<file path="src/rtl/pipeline_ctrl_if.sv">
// Signal bundle between the pipeline datapath and its sequencing/hazard
// controller. The datapath side is the master; the controller is the slave.
interface pipeline_ctrl_if #(
  parameter int CNT_W = 32
);
  // Datapath status toward the controller
  logic             start_i;
  logic [4:0]       id_rs1_i;
  logic [4:0]       id_rs2_i;
  logic [4:0]       ex_rd_i;
  logic             ex_memread_i;
  logic             branch_taken_i;
  logic             mem_req_i;
  logic             mem_ack_i;

  // Controller decisions back to the datapath
  logic             pc_write_o;
  logic             ifid_write_o;
  logic             ifid_flush_o;
  logic             idex_bubble_o;
  logic             pipe_en_o;
  logic [1:0]       state_o;
  logic             err_o;
  logic [CNT_W-1:0] stall_cnt_o;
  logic [CNT_W-1:0] flush_cnt_o;
  logic [CNT_W-1:0] freeze_cnt_o;

  modport master (
    output start_i, id_rs1_i, id_rs2_i, ex_rd_i, ex_memread_i,
           branch_taken_i, mem_req_i, mem_ack_i,
    input  pc_write_o, ifid_write_o, ifid_flush_o, idex_bubble_o, pipe_en_o,
           state_o, err_o, stall_cnt_o, flush_cnt_o, freeze_cnt_o
  );

  modport slave (
    input  start_i, id_rs1_i, id_rs2_i, ex_rd_i, ex_memread_i,
           branch_taken_i, mem_req_i, mem_ack_i,
    output pc_write_o, ifid_write_o, ifid_flush_o, idex_bubble_o, pipe_en_o,
           state_o, err_o, stall_cnt_o, flush_cnt_o, freeze_cnt_o
  );
endinterface

</file>
<file path="src/rtl/pipeline_ctrl.sv">
// Sequencing and hazard controller for the 5-stage pipeline: run gating,
// load-use stall, taken-branch flush, memory-wait freeze with timeout,
// and saturating event counters.
module pipeline_ctrl #(
  parameter int CNT_W       = 32,
  parameter int TIMEOUT_CYC = 64
) (
  input  logic            clk_i,
  input  logic            rst_i,
  pipeline_ctrl_if.slave  bus
);

  localparam int WAIT_W = $clog2(TIMEOUT_CYC + 1);

  typedef enum logic [1:0] {
    ST_IDLE = 2'd0,
    ST_RUN  = 2'd1,
    ST_WAIT = 2'd2,
    ST_ERR  = 2'd3
  } state_t;

  state_t             state_q, state_d;
  logic [WAIT_W-1:0]  wait_cnt_q;
  logic               err_q;
  logic [CNT_W-1:0]   stall_cnt_q, flush_cnt_q, freeze_cnt_q;

  logic run, freeze, load_use, stall, flush, timeout_hit;

  assign timeout_hit = (wait_cnt_q == WAIT_W'(TIMEOUT_CYC));

  function automatic logic [CNT_W-1:0] sat_inc(input logic [CNT_W-1:0] v,
                                                input logic             en);
    return (en && (v != '1)) ? v + CNT_W'(1) : v;
  endfunction

  // State register
  // NOTE: clocked state uses non-blocking (<=) so every flop samples
  // pre-edge values; combinational blocks use blocking (=).
  always_ff @(posedge clk_i or negedge rst_i) begin
    if (!rst_i) state_q <= ST_IDLE;
    else        state_q <= state_d;
  end

  // Next-state selection; an outstanding memory access is never abandoned
  always_comb begin
    // NOTE: defaulting every comb output first rules out inferred latches.
    state_d = state_q;
    case (state_q)
      ST_IDLE: if (bus.start_i) state_d = ST_RUN;
      ST_RUN: begin
        if (freeze)            state_d = ST_WAIT;
        else if (!bus.start_i) state_d = ST_IDLE;
      end
      ST_WAIT: begin
        if (bus.mem_ack_i)     state_d = bus.start_i ? ST_RUN : ST_IDLE;
        else if (timeout_hit)  state_d = ST_ERR;
      end
      ST_ERR:  state_d = ST_ERR;
      default: state_d = ST_IDLE;
    endcase
  end

  // Hazard resolution and pipeline enables; priority freeze > stall > flush
  always_comb begin
    run      = (state_q == ST_RUN) || (state_q == ST_WAIT);
    freeze   = run && bus.mem_req_i && !bus.mem_ack_i;
    load_use = bus.ex_memread_i && (bus.ex_rd_i != 5'd0) &&
               ((bus.ex_rd_i == bus.id_rs1_i) || (bus.ex_rd_i == bus.id_rs2_i));
    stall    = run && !freeze && load_use;
    flush    = run && !freeze && !stall && bus.branch_taken_i;

    bus.pc_write_o    = run && !freeze && !stall;
    bus.ifid_write_o  = run && !freeze && !stall;
    bus.pipe_en_o     = run && !freeze;
    bus.idex_bubble_o = stall;
    bus.ifid_flush_o  = flush;
  end

  // Wait-cycle counter: 1 on entering WAIT, +1 per unacknowledged WAIT cycle
  always_ff @(posedge clk_i or negedge rst_i) begin
    if (!rst_i) begin
      wait_cnt_q <= '0;
    end else begin
      case (state_q)
        ST_RUN:  wait_cnt_q <= freeze ? WAIT_W'(1) : '0;
        ST_WAIT: begin
          if (bus.mem_ack_i)    wait_cnt_q <= '0;
          else if (!timeout_hit) wait_cnt_q <= wait_cnt_q + WAIT_W'(1);
        end
        default: wait_cnt_q <= '0;
      endcase
    end
  end

  // Sticky timeout error, cleared only by reset
  always_ff @(posedge clk_i or negedge rst_i) begin
    if (!rst_i)
      err_q <= 1'b0;
    else if ((state_q == ST_WAIT) && !bus.mem_ack_i && timeout_hit)
      err_q <= 1'b1;
  end

  // Saturating event counters; stall/flush/freeze are all 0 outside RUN/WAIT
  always_ff @(posedge clk_i or negedge rst_i) begin
    if (!rst_i) begin
      stall_cnt_q  <= '0;
      flush_cnt_q  <= '0;
      freeze_cnt_q <= '0;
    end else begin
      stall_cnt_q  <= sat_inc(stall_cnt_q, stall);
      flush_cnt_q  <= sat_inc(flush_cnt_q, flush);
      freeze_cnt_q <= sat_inc(freeze_cnt_q, freeze);
    end
  end

  assign bus.state_o      = state_q;
  assign bus.err_o        = err_q;
  assign bus.stall_cnt_o  = stall_cnt_q;
  assign bus.flush_cnt_o  = flush_cnt_q;
  assign bus.freeze_cnt_o = freeze_cnt_q;

endmodule

</file>
<file path="src/flat_wrapper.sv">
// flat-port wrapper written by rule: the top's interface ports become plain ports
module pipeline_ctrl_flat 
#(
  parameter int CNT_W       = 32,
  parameter int TIMEOUT_CYC = 64
)
  (clk_i, rst_i, bus_start_i, bus_id_rs1_i, bus_id_rs2_i, bus_ex_rd_i, bus_ex_memread_i, bus_branch_taken_i, bus_mem_req_i, bus_mem_ack_i, bus_pc_write_o, bus_ifid_write_o, bus_ifid_flush_o, bus_idex_bubble_o, bus_pipe_en_o, bus_state_o, bus_err_o, bus_stall_cnt_o, bus_flush_cnt_o, bus_freeze_cnt_o);
  pipeline_ctrl_if #(.CNT_W(CNT_W)) bus_i ();
  input  logic clk_i;
  input  logic rst_i;
  input wire logic [$bits(bus_i.start_i)-1:0] bus_start_i;
  input wire logic [$bits(bus_i.id_rs1_i)-1:0] bus_id_rs1_i;
  input wire logic [$bits(bus_i.id_rs2_i)-1:0] bus_id_rs2_i;
  input wire logic [$bits(bus_i.ex_rd_i)-1:0] bus_ex_rd_i;
  input wire logic [$bits(bus_i.ex_memread_i)-1:0] bus_ex_memread_i;
  input wire logic [$bits(bus_i.branch_taken_i)-1:0] bus_branch_taken_i;
  input wire logic [$bits(bus_i.mem_req_i)-1:0] bus_mem_req_i;
  input wire logic [$bits(bus_i.mem_ack_i)-1:0] bus_mem_ack_i;
  output wire logic [$bits(bus_i.pc_write_o)-1:0] bus_pc_write_o;
  output wire logic [$bits(bus_i.ifid_write_o)-1:0] bus_ifid_write_o;
  output wire logic [$bits(bus_i.ifid_flush_o)-1:0] bus_ifid_flush_o;
  output wire logic [$bits(bus_i.idex_bubble_o)-1:0] bus_idex_bubble_o;
  output wire logic [$bits(bus_i.pipe_en_o)-1:0] bus_pipe_en_o;
  output wire logic [$bits(bus_i.state_o)-1:0] bus_state_o;
  output wire logic [$bits(bus_i.err_o)-1:0] bus_err_o;
  output wire logic [$bits(bus_i.stall_cnt_o)-1:0] bus_stall_cnt_o;
  output wire logic [$bits(bus_i.flush_cnt_o)-1:0] bus_flush_cnt_o;
  output wire logic [$bits(bus_i.freeze_cnt_o)-1:0] bus_freeze_cnt_o;
  assign bus_i.start_i = bus_start_i;
  assign bus_i.id_rs1_i = bus_id_rs1_i;
  assign bus_i.id_rs2_i = bus_id_rs2_i;
  assign bus_i.ex_rd_i = bus_ex_rd_i;
  assign bus_i.ex_memread_i = bus_ex_memread_i;
  assign bus_i.branch_taken_i = bus_branch_taken_i;
  assign bus_i.mem_req_i = bus_mem_req_i;
  assign bus_i.mem_ack_i = bus_mem_ack_i;
  assign bus_pc_write_o = bus_i.pc_write_o;
  assign bus_ifid_write_o = bus_i.ifid_write_o;
  assign bus_ifid_flush_o = bus_i.ifid_flush_o;
  assign bus_idex_bubble_o = bus_i.idex_bubble_o;
  assign bus_pipe_en_o = bus_i.pipe_en_o;
  assign bus_state_o = bus_i.state_o;
  assign bus_err_o = bus_i.err_o;
  assign bus_stall_cnt_o = bus_i.stall_cnt_o;
  assign bus_flush_cnt_o = bus_i.flush_cnt_o;
  assign bus_freeze_cnt_o = bus_i.freeze_cnt_o;
  pipeline_ctrl #(.CNT_W(CNT_W), .TIMEOUT_CYC(TIMEOUT_CYC)) u_core (.clk_i(clk_i), .rst_i(rst_i), .bus(bus_i));
endmodule
</file>
<file path="config.mk">
export PLATFORM = sky130hd
export DESIGN_NAME = pipeline_ctrl_flat
export DESIGN_NICKNAME = d
export VERILOG_FILES = /design/src/rtl/pipeline_ctrl_if.sv /design/src/rtl/pipeline_ctrl.sv /design/src/flat_wrapper.sv
export SDC_FILE = /design/constraint.sdc
export NUM_CORES = 1
export LEC_CHECK = 0
export CAP_MARGIN = 30
export CORE_MARGIN = 2
export CORE_UTILIZATION = 54
export DETAILED_ROUTE_END_ITERATION = 8
export PLACE_DENSITY_LB_ADDON = 0.08
export SYNTH_ARGS = -nofsm -noshare
export SYNTH_HDL_FRONTEND = slang
export SYNTH_SLANG_ARGS = --single-unit
</file>
<file path="constraint.sdc">
create_clock -name clk_i -period 5.1 [get_ports clk_i]
set_input_delay 1.02 -clock clk_i [delete_from_list [all_inputs] [get_ports clk_i]]
set_output_delay 1.02 -clock clk_i [all_outputs]
set_load 0.03 [all_outputs]
</file>
==> reports/metrics.yaml <==
synthCells: 530
coreArea_um2: 9770
async_reset_ff_share_pct: 100
cts_made_buffers: 9
ant_nets: 0
cts_tree: "yes"
final.min_clock_period_ps: 4460
htreeDepth: 3
drv_cap: 0
final_cell_mix: "clkdlybuf4s50_1 (124), dfrtp_1 (106), xnor2_1 (80)"
hold_buffers: 0
end_kind: "output pin"
tightest_slew_ps: 1060
slowest_stage: "clkdlybuf4s50_1"
path_delay_family: "buffers and inverters"
setup_violations: 0
boundaryPins: 126
routabilityCongestion: 0.909
path_max_fanout: 10
crit_chain: "clkdlybuf4s50_1 > or4_1 > o21a_2 > a21oi_4 > clkdlybuf4s50_1"
synthToLayoutAreaGrowth_pct: 30.0
netlist.area_leader.share_pct: 49.0
dp_cells: 782
drive_gt1_share_pct: 4.65
dieArea_um2: 10800
yosysWarningCount: 0
crit_top_cell: "clkdlybuf4s50_1"
wl_um: 12700
p_leak_nw: 2.87
fin_crit_sh_pct: 87.4
cts_resized: 0
root_buffer: "clkbuf_8"
max_freq_mhz: 224
peakVddDrop_mv: 0.206
final_common_cell: "clkdlybuf4s50_1"
overflow: 0
ys_seq_area_share_pct: 49.0
hp-class: "in2async"
rows: 36
clock_latency_ps: 390
grt_pass1_wl_um: 21800
maxSlewHeadroom_pct: 29.1
syn_area_per_cell_um2: 10.2
critPathRequiredTime_ps: 4080
start_kind: "input port"
power_mw: 2.13
ys_seq_elements: 106
initial_core_util_pct: 55.4
vias: 4431
synth_edf_count: 0
post-route-util_pct: 72.0
first_pass_iters: 5
clk_pin_slew_ps: 100
cts_sinks: 106
clock_path_buffers: 2
slew_viol_final: 0
drtIter0Drc: 195
portBuffers: 125
fillCellCount: 758
first_global_vias: 4402
rsz0062_at_grt: "false"
grt_usage_pct: 24.8
die_h_um: 104
crit_type: "in2out"
nets: 693
syn_area_um2: 5410
yosysTopAreaCell: "dfrtp_1"
synthFlopType: "dfrtp_1"
power_density_nw_per_um2: 303
critPathMaxStageDelay_ps: 730
remaining_drc_errors: 0
status: "complete, no violations"
cts_setup_buffers: 0
worst-path-buf-inv: 2
n_antenna_cell: 0
crit_arrival_ps: 3440
antenna_found_initial: 0
fin_cells: 799
setup_tns_ps: 0
hpwlAfterDp_um: 9420
vias_per_cell: 5.55
clock_skew_ps: 16.8
yosys-top-cells-area: "dfrtp_1 (49%), xnor2_1 (13%), nand4_1 (5.4%)"
hold_viol: 0
synth_nets: 562
wl_per_cell_um: 15.9
synth.distinct_cells: 47
grt_start_max_net_pins: 78
chipWidth_um: 104
==> worst reg2reg max path, delay by kind of cell (launching register included) <==
family | cells | cell delay (ps)
adder cells (fa/ha/maj) | 1 | 440
buffers and inverters | 2 | 240
flip-flops | 1 | 450
multiplexers | 1 | 420
AND/OR/NAND/NOR | 3 | 1200
==> per-layer routing <==
layer  global-route usage [%]  wire [µm]  up-vias
met5                        0          0        -
met4                     5.98        111        0
met3                     7.02        808       10
met2                     41.2       6210      113
met1                     32.3       5580     2164
li1                         -          -     2144
==> power breakdown <==
| group | leakage [nW] | internal [mW] | total [mW] | switching, mW |
|---|---|---|---|---|
| sequential | 1.44 | 0.896 | 0.976 | 0.0807 |
| clock | 0.0956 | 0.230 | 0.529 | 0.299 |
| combinational | 1.33 | 0.250 | 0.626 | 0.376 |
| total | 2.87 | 1.38 | 2.13 | 0.756 |
==> state kept, by name, indices dropped and copies added (netlist names) <==
signal,count
u_core.bus.state_o,2
u_core.bus.freeze_cnt_o,32
u_core.bus.err_o,1
u_core.bus.stall_cnt_o,32
u_core.bus.flush_cnt_o,32
u_core.wait_cnt_q,7
==> cell usage after synthesis (5+ instances only) <==
library cell / n
and2_1: 9
a21oi_1: 5
nand3_1: 37
nand4_1: 47
and4_1: 11
xnor2_1: 80
mux2_2: 5
nor4_1: 5
and3_1: 19
nor3_1: 11
inv_1: 13
nor2_1: 42
dfrtp_1: 106
xor2_1: 21
ha_1: 10
nand2_1: 51
==> final cells by class <==
cell class / count / area, µm² / area share, %
Multi-Input combinational cell: 403 / 2680 / 38.0
Sequential cell: 106 / 2650 / 37.7
Timing Repair Buffer: 128 / 1290 / 18.3
Tap cell: 133 / 166 / 2.36
Clock buffer: 9 / 124 / 1.76
Clock inverter: 7 / 80.1 / 1.14
Inverter: 13 / 48.8 / 0.693
==> path summary, 6_finish.rpt <==
path | start | end | slack [ps] | cells after the start
min in group clk_i | u_core.bus.err_o | u_core.bus.err_o | 490 | 1
worst max-delay path | bus_ex_rd_i[0] | bus_ifid_flush_o | 640 | 5
worst min-delay path | rst_i | u_core.wait_cnt_q[1] | 420 | 1
max in group asynchronous | rst_i | u_core.bus.flush_cnt_o[4] | 3680 | 3
worst min register to register | u_core.bus.err_o | u_core.bus.err_o | 490 | 1
worst max register to register | u_core.bus.state_o[0] | u_core.bus.stall_cnt_o[1] | 2250 | 7
==> cells by family (layout without fill, tap and decap cells) <==
group,Yosys count,after routing,synth area share [%]
and+or+nand+nor,262,262,26.3
DFF,106,106,49.0
xor gates and xnor gates,101,101,16.3
AOI/OAI and AO/OA,25,25,3.40
buffers and inverters,21,157,1.59
adders and majority gates,10,10,2.31
muxes,5,5,1.04
==> through the flow <==
stage	cell area, µm²	setup slack [ps]	hold slack, ps
6_report	7040	641	425
5_1_grt	7040	573	397
3_5_place_dp	6810	669	459
2_1_floorplan	5410	1470	527
3_3_place_gp	6810	691	455
4_1_cts	7010	656	501
No activity file was read; power rests on OpenSTA's default activity.
